--- src/rtl/ternary_exec_monitor_pkg.sv ---
// Shared ternary encodings and status codes for the run monitor.
// Optional feature macro used by this slice: TEXEC_RETIRE_COUNT_EN.
package ternary_exec_monitor_pkg;

    localparam logic [1:0] TRIT_ZERO    = 2'b00;
    localparam logic [1:0] TRIT_POS     = 2'b01;
    localparam logic [1:0] TRIT_NEG     = 2'b10;
    localparam logic [1:0] INVALID_TRIT = 2'b11;

    typedef enum logic [1:0] {
        ST_IDLE    = 2'b00,
        ST_RUN     = 2'b01,
        ST_HALTED  = 2'b10,
        ST_TIMEOUT = 2'b11
    } status_e;

    function automatic logic signed [1:0] trit_val(logic [1:0] t);
        unique case (1'b1)
            (t == TRIT_POS): return 2'sd1;
            (t == TRIT_NEG): return -2'sd1;
            default:         return 2'sd0;
        endcase
    endfunction

endpackage

--- src/rtl/ternary_exec_monitor_if.sv ---
// Monitor bus: CPU taps, run control/status and converter handshake.
// retire_count exists only with TEXEC_RETIRE_COUNT_EN.
interface ternary_exec_monitor_if #(
    parameter int TRITS = 9,
    parameter int BIN_W = 16,
    parameter int CNT_W = 32
);
    logic                    executing;
    logic                    clear;
    logic [2*TRITS-1:0]      pc;
    logic [2:0]              cpu_state;
    logic [1:0]              status;
    logic                    done;
    logic [CNT_W-1:0]        cycle_count;
    logic                    conv_start;
    logic [2*TRITS-1:0]      conv_in;
    logic                    conv_busy;
    logic                    conv_done;
    logic signed [BIN_W-1:0] conv_out;
    logic                    conv_invalid;
`ifdef TEXEC_RETIRE_COUNT_EN
    logic [CNT_W-1:0]        retire_count;
`endif

    modport master (
`ifdef TEXEC_RETIRE_COUNT_EN
        input  retire_count,
`endif
        output executing, clear, pc, cpu_state,
        output conv_start, conv_in,
        input  status, done, cycle_count,
        input  conv_busy, conv_done, conv_out, conv_invalid
    );

    modport slave (
`ifdef TEXEC_RETIRE_COUNT_EN
        output retire_count,
`endif
        input  executing, clear, pc, cpu_state,
        input  conv_start, conv_in,
        output status, done, cycle_count,
        output conv_busy, conv_done, conv_out, conv_invalid
    );

endinterface

--- src/rtl/ternary_exec_monitor_s2b.sv ---
// Trit-serial ternary to signed binary converter, MSB-first Horner.
// A start on the done cycle is accepted back-to-back.
module ternary_serial_to_bin
    import ternary_exec_monitor_pkg::*;
#(
    parameter int TRITS = 9,
    parameter int BIN_W = 16
) (
    input  logic                    clock,
    input  logic                    reset,
    input  logic                    start,
    input  logic [2*TRITS-1:0]      din,
    output logic                    busy,
    output logic                    done,
    output logic signed [BIN_W-1:0] dout,
    output logic                    invalid
);

    localparam int CW = $clog2(TRITS + 1);

    logic [2*TRITS-1:0]      sh_q;
    logic signed [BIN_W-1:0] acc_q;
    logic signed [BIN_W-1:0] acc_d;
    logic [CW-1:0]           cnt_q;
    logic                    busy_q;
    logic                    done_q;
    logic                    inv_q;
    logic                    accept;
    logic [1:0]              head;
    logic                    head_bad;

    assign accept   = start && (!busy_q || done_q);
    assign head     = accept ? din[2*TRITS-1 -: 2] : sh_q[2*TRITS-1 -: 2];
    assign head_bad = (head == INVALID_TRIT);

    // The first trit is folded in on the accept edge itself.
    always_comb begin
        acc_d = BIN_W'(trit_val(head));
        if (!accept)
            acc_d = (acc_q <<< 1) + acc_q + BIN_W'(trit_val(head));
    end

    always_ff @(posedge clock) begin
        if (reset) begin
            sh_q    <= '0;
            acc_q   <= '0;
            cnt_q   <= '0;
            busy_q  <= 1'b0;
            done_q  <= 1'b0;
            inv_q   <= 1'b0;
            dout    <= '0;
            invalid <= 1'b0;
        end else if (accept) begin
            sh_q   <= {din[2*TRITS-3:0], 2'b00};
            acc_q  <= acc_d;
            inv_q  <= head_bad;
            cnt_q  <= CW'(1);
            busy_q <= 1'b1;
            done_q <= 1'b0;
        end else if (busy_q && !done_q) begin
            sh_q  <= {sh_q[2*TRITS-3:0], 2'b00};
            acc_q <= acc_d;
            inv_q <= inv_q | head_bad;
            cnt_q <= cnt_q + CW'(1);
            if (cnt_q == CW'(TRITS - 1)) begin
                done_q  <= 1'b1;
                dout    <= acc_d;
                invalid <= inv_q | head_bad;
            end
        end else begin
            busy_q <= 1'b0;
            done_q <= 1'b0;
        end
    end

    assign busy = busy_q;
    assign done = done_q;

endmodule

--- src/rtl/ternary_exec_monitor.sv ---
// Run monitor: halt detection, cycle budget, cycle counter, converter.
// TEXEC_RETIRE_COUNT_EN adds a saturating PC-change counter.
module ternary_exec_monitor
    import ternary_exec_monitor_pkg::*;
#(
    parameter int TRITS          = 9,
    parameter int BIN_W          = 16,
    parameter int HALT_CYCLES    = 5,
    parameter int TIMEOUT_CYCLES = 1000,
    parameter int CNT_W          = 32,
    parameter int FETCH_STATE    = 0
) (
    input logic clock,
    input logic reset,
    ternary_exec_monitor_if.slave bus
);

    localparam int ST_W = $clog2(HALT_CYCLES + 1);

    status_e            state_q;
    status_e            state_d;
    logic               done_q;
    logic               done_d;
    logic [CNT_W-1:0]   cyc_q;
    logic [CNT_W-1:0]   cyc_d;
    logic [ST_W-1:0]    stable_q;
    logic [ST_W-1:0]    stable_d;
    logic [2*TRITS-1:0] prev_q;
    logic               run_step;
    logic               pc_match;
    logic               hit_halt;
    logic               hit_to;

    assign run_step = (state_q == ST_RUN) && bus.executing;
    assign pc_match = (bus.pc == prev_q)
                   && (bus.cpu_state == 3'(FETCH_STATE));

    always_comb begin
        stable_d = '0;
        if (pc_match)
            stable_d = (stable_q >= ST_W'(HALT_CYCLES))
                     ? stable_q : stable_q + ST_W'(1);
        cyc_d = (&cyc_q) ? cyc_q : cyc_q + CNT_W'(1);
    end

    // Decide on the values this RUN cycle is about to register.
    assign hit_halt = stable_d >= ST_W'(HALT_CYCLES);
    assign hit_to   = cyc_d >= CNT_W'(TIMEOUT_CYCLES);

    always_ff @(posedge clock) begin
        if (reset) begin
            state_q <= ST_IDLE;
            done_q  <= 1'b0;
        end else begin
            state_q <= state_d;
            done_q  <= done_d;
        end
    end

    always_comb begin
        state_d = state_q;
        done_d  = 1'b0;
        if (bus.clear) begin
            state_d = ST_IDLE;
        end else begin
            unique case (state_q)
                ST_IDLE: begin
                    if (bus.executing)
                        state_d = ST_RUN;
                end
                ST_RUN: begin
                    if (!bus.executing) begin
                        state_d = ST_IDLE;
                    end else if (hit_halt) begin
                        state_d = ST_HALTED;
                        done_d  = 1'b1;
                    end else if (hit_to) begin
                        state_d = ST_TIMEOUT;
                        done_d  = 1'b1;
                    end
                end
                default: state_d = state_q;
            endcase
        end
    end

    always_ff @(posedge clock) begin
        if (reset || bus.clear) begin
            cyc_q    <= '0;
            stable_q <= '0;
            prev_q   <= '1;
        end else if (run_step) begin
            cyc_q    <= cyc_d;
            stable_q <= stable_d;
            prev_q   <= bus.pc;
        end
    end

`ifdef TEXEC_RETIRE_COUNT_EN
    logic [CNT_W-1:0] ret_q;
    logic             pc_chg;

    assign pc_chg = (bus.pc != prev_q) && (prev_q != '1);

    always_ff @(posedge clock) begin
        if (reset || bus.clear)
            ret_q <= '0;
        else if (run_step && pc_chg && !(&ret_q))
            ret_q <= ret_q + CNT_W'(1);
    end

    assign bus.retire_count = ret_q;
`endif

    assign bus.status      = state_q;
    assign bus.done        = done_q;
    assign bus.cycle_count = cyc_q;

    ternary_serial_to_bin #(
        .TRITS (TRITS),
        .BIN_W (BIN_W)
    ) u_s2b (
        .clock   (clock),
        .reset   (reset),
        .start   (bus.conv_start),
        .din     (bus.conv_in),
        .busy    (bus.conv_busy),
        .done    (bus.conv_done),
        .dout    (bus.conv_out),
        .invalid (bus.conv_invalid)
    );

endmodule

--- src/flat_wrapper.sv ---
// flat-port wrapper written by rule: the top's interface ports become plain ports
module ternary_exec_monitor_flat import ternary_exec_monitor_pkg::*;
#(
    parameter int TRITS          = 9,
    parameter int BIN_W          = 16,
    parameter int HALT_CYCLES    = 5,
    parameter int TIMEOUT_CYCLES = 1000,
    parameter int CNT_W          = 32,
    parameter int FETCH_STATE    = 0
)
  (clock, reset, bus_executing, bus_clear, bus_pc, bus_cpu_state, bus_conv_start, bus_conv_in, bus_status, bus_done, bus_cycle_count, bus_conv_busy, bus_conv_done, bus_conv_out, bus_conv_invalid);
  ternary_exec_monitor_if #(.TRITS(TRITS), .BIN_W(BIN_W), .CNT_W(CNT_W)) bus_i ();
  input logic clock;
  input logic reset;
  input wire logic [$bits(bus_i.executing)-1:0] bus_executing;
  input wire logic [$bits(bus_i.clear)-1:0] bus_clear;
  input wire logic [$bits(bus_i.pc)-1:0] bus_pc;
  input wire logic [$bits(bus_i.cpu_state)-1:0] bus_cpu_state;
  input wire logic [$bits(bus_i.conv_start)-1:0] bus_conv_start;
  input wire logic [$bits(bus_i.conv_in)-1:0] bus_conv_in;
  output wire logic [$bits(bus_i.status)-1:0] bus_status;
  output wire logic [$bits(bus_i.done)-1:0] bus_done;
  output wire logic [$bits(bus_i.cycle_count)-1:0] bus_cycle_count;
  output wire logic [$bits(bus_i.conv_busy)-1:0] bus_conv_busy;
  output wire logic [$bits(bus_i.conv_done)-1:0] bus_conv_done;
  output wire logic [$bits(bus_i.conv_out)-1:0] bus_conv_out;
  output wire logic [$bits(bus_i.conv_invalid)-1:0] bus_conv_invalid;
  assign bus_i.executing = bus_executing;
  assign bus_i.clear = bus_clear;
  assign bus_i.pc = bus_pc;
  assign bus_i.cpu_state = bus_cpu_state;
  assign bus_i.conv_start = bus_conv_start;
  assign bus_i.conv_in = bus_conv_in;
  assign bus_status = bus_i.status;
  assign bus_done = bus_i.done;
  assign bus_cycle_count = bus_i.cycle_count;
  assign bus_conv_busy = bus_i.conv_busy;
  assign bus_conv_done = bus_i.conv_done;
  assign bus_conv_out = bus_i.conv_out;
  assign bus_conv_invalid = bus_i.conv_invalid;
  ternary_exec_monitor #(.TRITS(TRITS), .BIN_W(BIN_W), .HALT_CYCLES(HALT_CYCLES), .TIMEOUT_CYCLES(TIMEOUT_CYCLES), .CNT_W(CNT_W), .FETCH_STATE(FETCH_STATE)) u_core (.clock(clock), .reset(reset), .bus(bus_i));
endmodule
--- config.mk ---
export PLATFORM = sky130hd
export DESIGN_NAME = ternary_exec_monitor_flat
export DESIGN_NICKNAME = d
export VERILOG_FILES = /design/src/rtl/ternary_exec_monitor_pkg.sv /design/src/rtl/ternary_exec_monitor_if.sv /design/src/rtl/ternary_exec_monitor_s2b.sv /design/src/rtl/ternary_exec_monitor.sv /design/src/flat_wrapper.sv
export SDC_FILE = /design/constraint.sdc
export NUM_CORES = 1
export LEC_CHECK = 0
export BUFFER_PORTS_ARGS = -buffer_cell sky130_fd_sc_hd__buf_2
export CAP_MARGIN = 40
export CORE_MARGIN = 5
export CORE_UTILIZATION = 50
export CTS_CLUSTER_DIAMETER = 120
export DETAILED_ROUTE_END_ITERATION = 8
export GPL_TIMING_DRIVEN = 0
export PLACE_DENSITY = 0.73
export SETUP_SLACK_MARGIN = 0.15
export SLEW_MARGIN = 20
export SYNTH_ARGS = -nofsm -noshare
export SYNTH_HDL_FRONTEND = slang
export SYNTH_SLANG_ARGS = --single-unit
--- constraint.sdc ---
create_clock -name clock -period 6.25 [get_ports clock]
set_input_delay 1.25 -clock clock [delete_from_list [all_inputs] [get_ports clock]]
set_output_delay 1.25 -clock clock [all_outputs]
set_load 0.01 [all_outputs]
Yosys cells after proc, flatten, opt, wreduce, memory -nomap -nowiden
Index checks and enable logic that the tools add are counted.
{"block": "classes", "n_lt_le_gt_ge": 3, "n_addsub": 5, "n_reduce_logical": 19, "n_eq_ne": 9, "n_mux": 24, "bitwise": 5}
{"cell": "2-to-1 mux 16 bit", "n": 3}
{"cell": "2-to-1 mux 18 bit", "n": 2}
{"cell": "adder 32 x 1 -> 32 bit, second input constant", "n": 1}
{"cell": ">= comparator 32 x 10 -> 1 bit, second input constant", "n": 1}
{"cell": "2-to-1 mux 32 bit", "n": 1}
{"cell": "AND reduction 32 bit", "n": 1}
{"cell": "equality test 18 bit", "n": 1}
{"cell": "adder 16 bit", "n": 1}
{"cell": "adder 16 x 2 -> 16 bit", "n": 1}
{"cell": "2-to-1 mux 2 bit", "n": 6}
{"cell": "2-to-1 mux 1 bit", "n": 8}
{"cell": "case mux 2 bit (2 select lines)", "n": 2}
{"cell": ">= comparator 3 bit, second input constant", "n": 2}
{"cell": "2-to-1 mux 3 bit", "n": 2}
{"cell": "AND reduction 3 bit", "n": 2}
{"cell": "adder 4 x 1 -> 4 bit, second input constant", "n": 1}
{"cell": "equality test 2 x 1 -> 1 bit, second input constant", "n": 2}
{"cell": "equality test 2 bit, second input constant", "n": 2}
{"cell": "equality test 4 bit, second input constant", "n": 1}
{"cell": "logical AND 1 bit", "n": 4}
{"cell": "inequality test 2 bit, second input constant", "n": 2}
{"cell": "inequality test 4 x 2 -> 1 bit, second input constant", "n": 1}
{"cell": "NOT 1 bit", "n": 4}
{"cell": "nonzero test 2 bit", "n": 2}
{"cell": "other kinds (9)", "n": 12}
{"block": "word_totals", "word_cells": 79, "output_inout_bits": 54, "regBits": 112}

Logic depth before layout (Yosys ltp)
{"block": "logic_depth", "depth_word": 11, "depth_mapped": 18, "ltp_nobuf": 17}

Cells and area by module
Synthesis repeated with hierarchy kept, for this count alone.
{"block": "hier_totals", "hier_cells": 814, "hier_area_um2": 6745.2}
{"mod": "ternary_serial_to_bin", "area_per_inst_um2": 3410.8, "n_inst": 1, "seq_area_each_um2": 1121.1, "cells_each": 394}
{"mod": "ternary_exec_monitor", "area_per_inst_um2": 3334.4, "n_inst": 1, "seq_area_each_um2": 1121.1, "cells_each": 420}

Worst setup path after synthesis
OpenSTA, ideal clock, no wires.
{"block": "synth_path", "kind": "input-to-reg", "startpoint": "input port bus_conv_start", "endpoint": "register u_core.u_s2b.dout[15]", "setup_time_ns": 0.086, "path_buffers": 1, "stages": 17, "path_slack_ns": 1.019, "t_required_ns": 6.164, "arrival_time_ns": 5.146, "cell_sequence": "clkbuf_1 clkinv_1 nor2_1 mux2_2 ha_1 fa_1 ha_1 inv_1 fa_1 nand2b_1 a21oi_1 o2111ai_1 nand3_1 and3_1 o21ai_0 xor2_1 a211oi_1"}
{"block": "synth_via", "elab_chain_len": 7, "elab_cells_between_ends": 10, "classes_between": "add/sub (1); eq/ne (2); mux (4); bitwise (1); reduce/logical (2)"}
{"item": "start: declaration", "line": "flat_wrapper.sv:19", "rtl": "input wire logic [$bits(bus_i.conv_start)-1:0] bus_conv_start;"}
{"item": "logical AND 1 bit *", "line": "ternary_exec_monitor_s2b.sv:32", "rtl": "assign accept = start && (!busy_q || done_q);"}
{"item": "2-to-1 mux 2 bit", "line": "ternary_exec_monitor_s2b.sv:33", "rtl": "assign head = accept ? din[2*TRITS-1 -: 2] : sh_q[2*TRITS-1 -: 2];"}
{"item": "equality test 2 bit / equality test 2 x 1 -> 1 bit (equally long branches)", "line": "ternary_exec_monitor_pkg.sv:20, ternary_exec_monitor_pkg.sv:19"}
{"item": "case mux 2 bit (2 select lines)", "line": "ternary_exec_monitor_pkg.sv:18", "rtl": "unique case (1'b1)"}
{"item": "2-to-1 mux 2 bit", "line": "ternary_exec_monitor_s2b.sv:39", "rtl": "if (!accept)"}
{"item": "adder 16 x 2 -> 16 bit", "line": "ternary_exec_monitor_s2b.sv:40", "rtl": "acc_d = (acc_q <<< 1) + acc_q + BIN_W'(trit_val(head));"}
{"item": "2-to-1 mux 16 bit", "line": "ternary_exec_monitor_s2b.sv:39"}
{"item": "end signal: assignment", "line": "ternary_exec_monitor_s2b.sv:51", "rtl": "dout <= '0;"}
{"item": "end signal: assignment", "line": "ternary_exec_monitor_s2b.sv:67", "rtl": "dout <= acc_d;"}
{"item": "end: declaration", "line": "ternary_exec_monitor_s2b.sv:15", "rtl": "output logic signed [BIN_W-1:0] dout,"}
Mark *: on every way between the ends. The rest lies on a longest branch, timed or not. The select of a mux whose other input is x is not followed.
A chain may end at the register's enable or synchronous reset.

Final worst setup path
{"block": "layout_path", "startpoint": "input port bus_conv_start", "endpoint": "register u_core.u_s2b.acc_q[14]"}
{"block": "layout_via", "elab_chain_len": 9, "elab_cells_between_ends": 11, "classes_between": "add/sub (1); eq/ne (2); mux (6); reduce/logical (2)"}
{"item": "logical AND 1 bit *", "line": "ternary_exec_monitor_s2b.sv:32"}
{"item": "2-to-1 mux 2 bit", "line": "ternary_exec_monitor_s2b.sv:33"}
{"item": "equality test 2 bit / equality test 2 x 1 -> 1 bit (equally long branches)", "line": "ternary_exec_monitor_pkg.sv:20, ternary_exec_monitor_pkg.sv:19"}
{"item": "case mux 2 bit (2 select lines)", "line": "ternary_exec_monitor_pkg.sv:18"}
{"item": "2-to-1 mux 2 bit", "line": "ternary_exec_monitor_s2b.sv:39"}
{"item": "adder 16 x 2 -> 16 bit", "line": "ternary_exec_monitor_s2b.sv:40"}
{"item": "2-to-1 mux 16 bit", "line": "ternary_exec_monitor_s2b.sv:39"}
{"item": "2-to-1 mux 16 bit", "line": "ternary_exec_monitor_s2b.sv:60", "rtl": "end else if (busy_q && !done_q) begin"}
{"item": "2-to-1 mux 16 bit", "line": "ternary_exec_monitor_s2b.sv:53", "rtl": "end else if (accept) begin"}
{"item": "end signal: assignment", "line": "ternary_exec_monitor_s2b.sv:46", "rtl": "acc_q <= '0;"}
{"item": "end signal: assignment", "line": "ternary_exec_monitor_s2b.sv:55", "rtl": "acc_q <= acc_d;"}
{"item": "end signal: assignment", "line": "ternary_exec_monitor_s2b.sv:62", "rtl": "acc_q <= acc_d;"}
{"item": "end: declaration", "line": "ternary_exec_monitor_s2b.sv:22", "rtl": "logic signed [BIN_W-1:0] acc_q;"}
Marked as above.

==> impl_results.md <==
* Worst setup EP type: register
* CTS buffer count at 9
* Number of max-cap violations at 0
* CTS sink count at 112
* CP Launch Type: input port
* Kind of critical path: in -> reg
* Mapped Area at 6510 µm²
* Final Instance Count excl. Fillers at 1091
* WHS at 0.456 ns
* Post-synth EDFFs at 0
* Main combinational cell family by area after synthesis: simple AND/OR/NAND/NOR gates
* Critical-path maximum fanout at 10
* Die Wd at 124 µm
* Post-DR vias/cell at 5.48
* Flops & latches, synth at 112
* Final GP Congestion at 0.932
* Vias post-DR at 5981
* TritonRoute pass-1 iters at 5
* Post-Synthesis Cells at 804
* Final ANT Viol Nets at 0
* WL final at 16400 µm
* Starting density of the core at 0.514
* Top cells by area, synth: dfxtp_1, nor2_1, xnor2_1
* Post-synth net total at 885
* Max frequency at 0.179 GHz
* First-pass GRT wire length at 26700 µm
* Syn. warnings at 0
* WL per Instance at 15.0 µm
* Core area at 12700 µm²
* PD cells at 238 nW/µm²
* Setup tns final at 0 ns
* Vias in the first global route at 5393
* Register area share after synthesis at 0.344
* Arr. time, crit path at 5.84 ns
* RSZ-0062 raised after global routing: no
* Final setup violating endpoints at 0
* Hold Crit Class: reg -> reg
* I/O Buffers at 96
* Final-layout fill cell count at 1212
* Yosys top cell by area: dfxtp_1
* Post-synthesis compound-gate area fraction at 0.125
* Tot GR Track Use at 0.217
* Reg area at 2240 µm²
* # rows at 41
* Initial antenna violation count at 0
* Mean Syn Cell Area at 8.10 µm²
* Nets at 995
* Io pins at 98
* Status: finished, final reports clean
* Post-CTS Setup Repair Bufs at 0
* Async S/R FF share, synth at 0
* Simple-gate area share of the yosys netlist at 0.276
* Max Slew Vio Count at 0
* Tightest Pin Transition at 0.780 ns
* Die height at 124 µm
* Count leader, synth: nor2_1
* Commonest cells in the synthesized netlist: nor2_1, dfxtp_1, nand2_1
* WP data required at 6.51 ns
* Starting DRC count in detailed routing at 540
* Synth unique cells at 62
* Final Total Pwr at 1790 µW
* Post-synth top flop: dfxtp_1
* Top-area cell type share of the netlist area at 0.344
* Maximum vdd drop at 0.189 mV
* Fin crit period at 5.58 ns
* Fin crit share at 0.893
* Largest net degree at the start of global routing at 18
* Worst-path clk slew at 0.08 ns
* Xor/xnor share of the synthesized area at 0.0888
* DRC at 0
* Combined area of the multi-input logic cells at 3950 µm²
* Total grt overflow at 0
* Die ar. at 15400 µm²
* Leak Pwr at 0.00308 µW
* Adder-Cell Fraction of Synth Area at 0.0884
* Clock Skew at 0.00924 ns
* Dpl hpwl at 12500 µm
* Slew HR at 0.475
* Ant diodes at 0
* Final count of hold timing violations at 0
* Resize count post-CTS at 0
* # H-tree levels at 3
* Layout area overhead at 15.4%
* Multiplexer area fraction after synthesis at 0.0294
* Share of layout cells above drive strength 1 at 0.150
* Util after Layout at 0.593
* CTS Hold Buffers Added at 0
* Clk root buf: clkbuf_16
* Clock latency on the worst-skew pair at 0.35 ns
* Clock Path Buffers at 2
* CTS tree: done
* DP Cell Count at 1074
worst max-delay path, stage by stage:
cell	delay, ns
clkbuf_1	0.19
clkinv_1	0.31
nor2_1	0.52
mux2i_1	0.31
ha_1	0.58
fa_1	0.55
ha_1	0.31
a21oi_1	0.17
o211ai_1	0.17
o21ai_0	0.30
o21ai_0	0.27
a311oi_1	0.40
xnor2_1	0.20
nor2_1	0.08
a211oi_1	0.24
final cells by class:
type / instances / area share
timing repair buffer: 99 / 0.0671
buffer: 45 / 0.0316
multi-input combinational: 626 / 0.526
clock buffer: 13 / 0.0346
sequential: 112 / 0.298
clock inverter: 3 / 0.00316
inverter: 21 / 0.0105
tap: 172 / 0.0286
flip-flops by register name, summed over array words and instances (netlist names):
signal                  count
u_core.bus.done             1
u_core.u_s2b.done           1
u_core.u_s2b.acc_q         16
u_core.stable_q             3
u_core.u_s2b.busy           1
u_core.u_s2b.inv_q          1
u_core.u_s2b.invalid        1
u_core.prev_q              18
u_core.u_s2b.sh_q          16
u_core.bus.status           2
u_core.u_s2b.dout          16
u_core.u_s2b.cnt_q          4
u_core.bus.cycle_count     32
per-layer routing:
| layer | share of wire | wire, µm | global-route usage | up-vias |
|---|---|---|---|---|
| li1 | - | - | - | 3032 |
| met1 | 0.47 | 7790 | 0.306 | 2729 |
| met2 | 0.45 | 7340 | 0.340 | 198 |
| met3 | 0.064 | 1050 | 0.0445 | 22 |
| met4 | 0.013 | 220 | 0.0554 | 0 |
| met5 | 0 | 0 | 0 | - |
stage by stage:
stage,area [µm²],setup WS (ns)
floorplan,6510,1.02
detailed placement,7230,0.396
global route,7520,0.345
CTS,7510,0.756
finish,7520,0.666
global placement,7210,0.125
placed cells by master (no fill, tap or decap), types with 30 or more instances in the layout:
cell type and n:
nor3_1 36, a211oi_1 30, xnor2_1 44, clkbuf_1 35, nand3_1 39, buf_2 99, a21oi_1 44, dfxtp_1 112
nand2_1 98, nor2_1 116
worst paths after layout:
check / cells past startpoint / to / from / slack [ns]
setup / recovery: 15 / u_core.u_s2b.acc_q[14] / bus_conv_start / 0.67
hold / removal: 2 / u_core.u_s2b.dout[11] / u_core.u_s2b.dout[11] / 0.46
setup reg to reg: 14 / u_core.u_s2b.acc_q[14] / u_core.u_s2b.busy / 1.70
hold reg to reg: 2 / u_core.u_s2b.dout[11] / u_core.u_s2b.dout[11] / 0.46
kinds of logic (layout without fill, tap and decap cells):
logic type / after synthesis / after routing
multiplexers: 19 / 19
AO/OA/AOI/OAI: 128 / 128
buffers and inverters: 66 / 181
adder cells (fa/ha/maj): 37 / 37
AND/OR/NAND/NOR: 376 / 376
flip-flops: 112 / 112
XOR/XNOR: 66 / 66
power breakdown:
group          total (µW)  internal [µW]  leakage [µW]  switching (µW)
registers             779            745      0.000912            33.8
clock network         558            295      0.000132             264
logic                 451            192       0.00204             259
(Power assumes the default switching activity.)
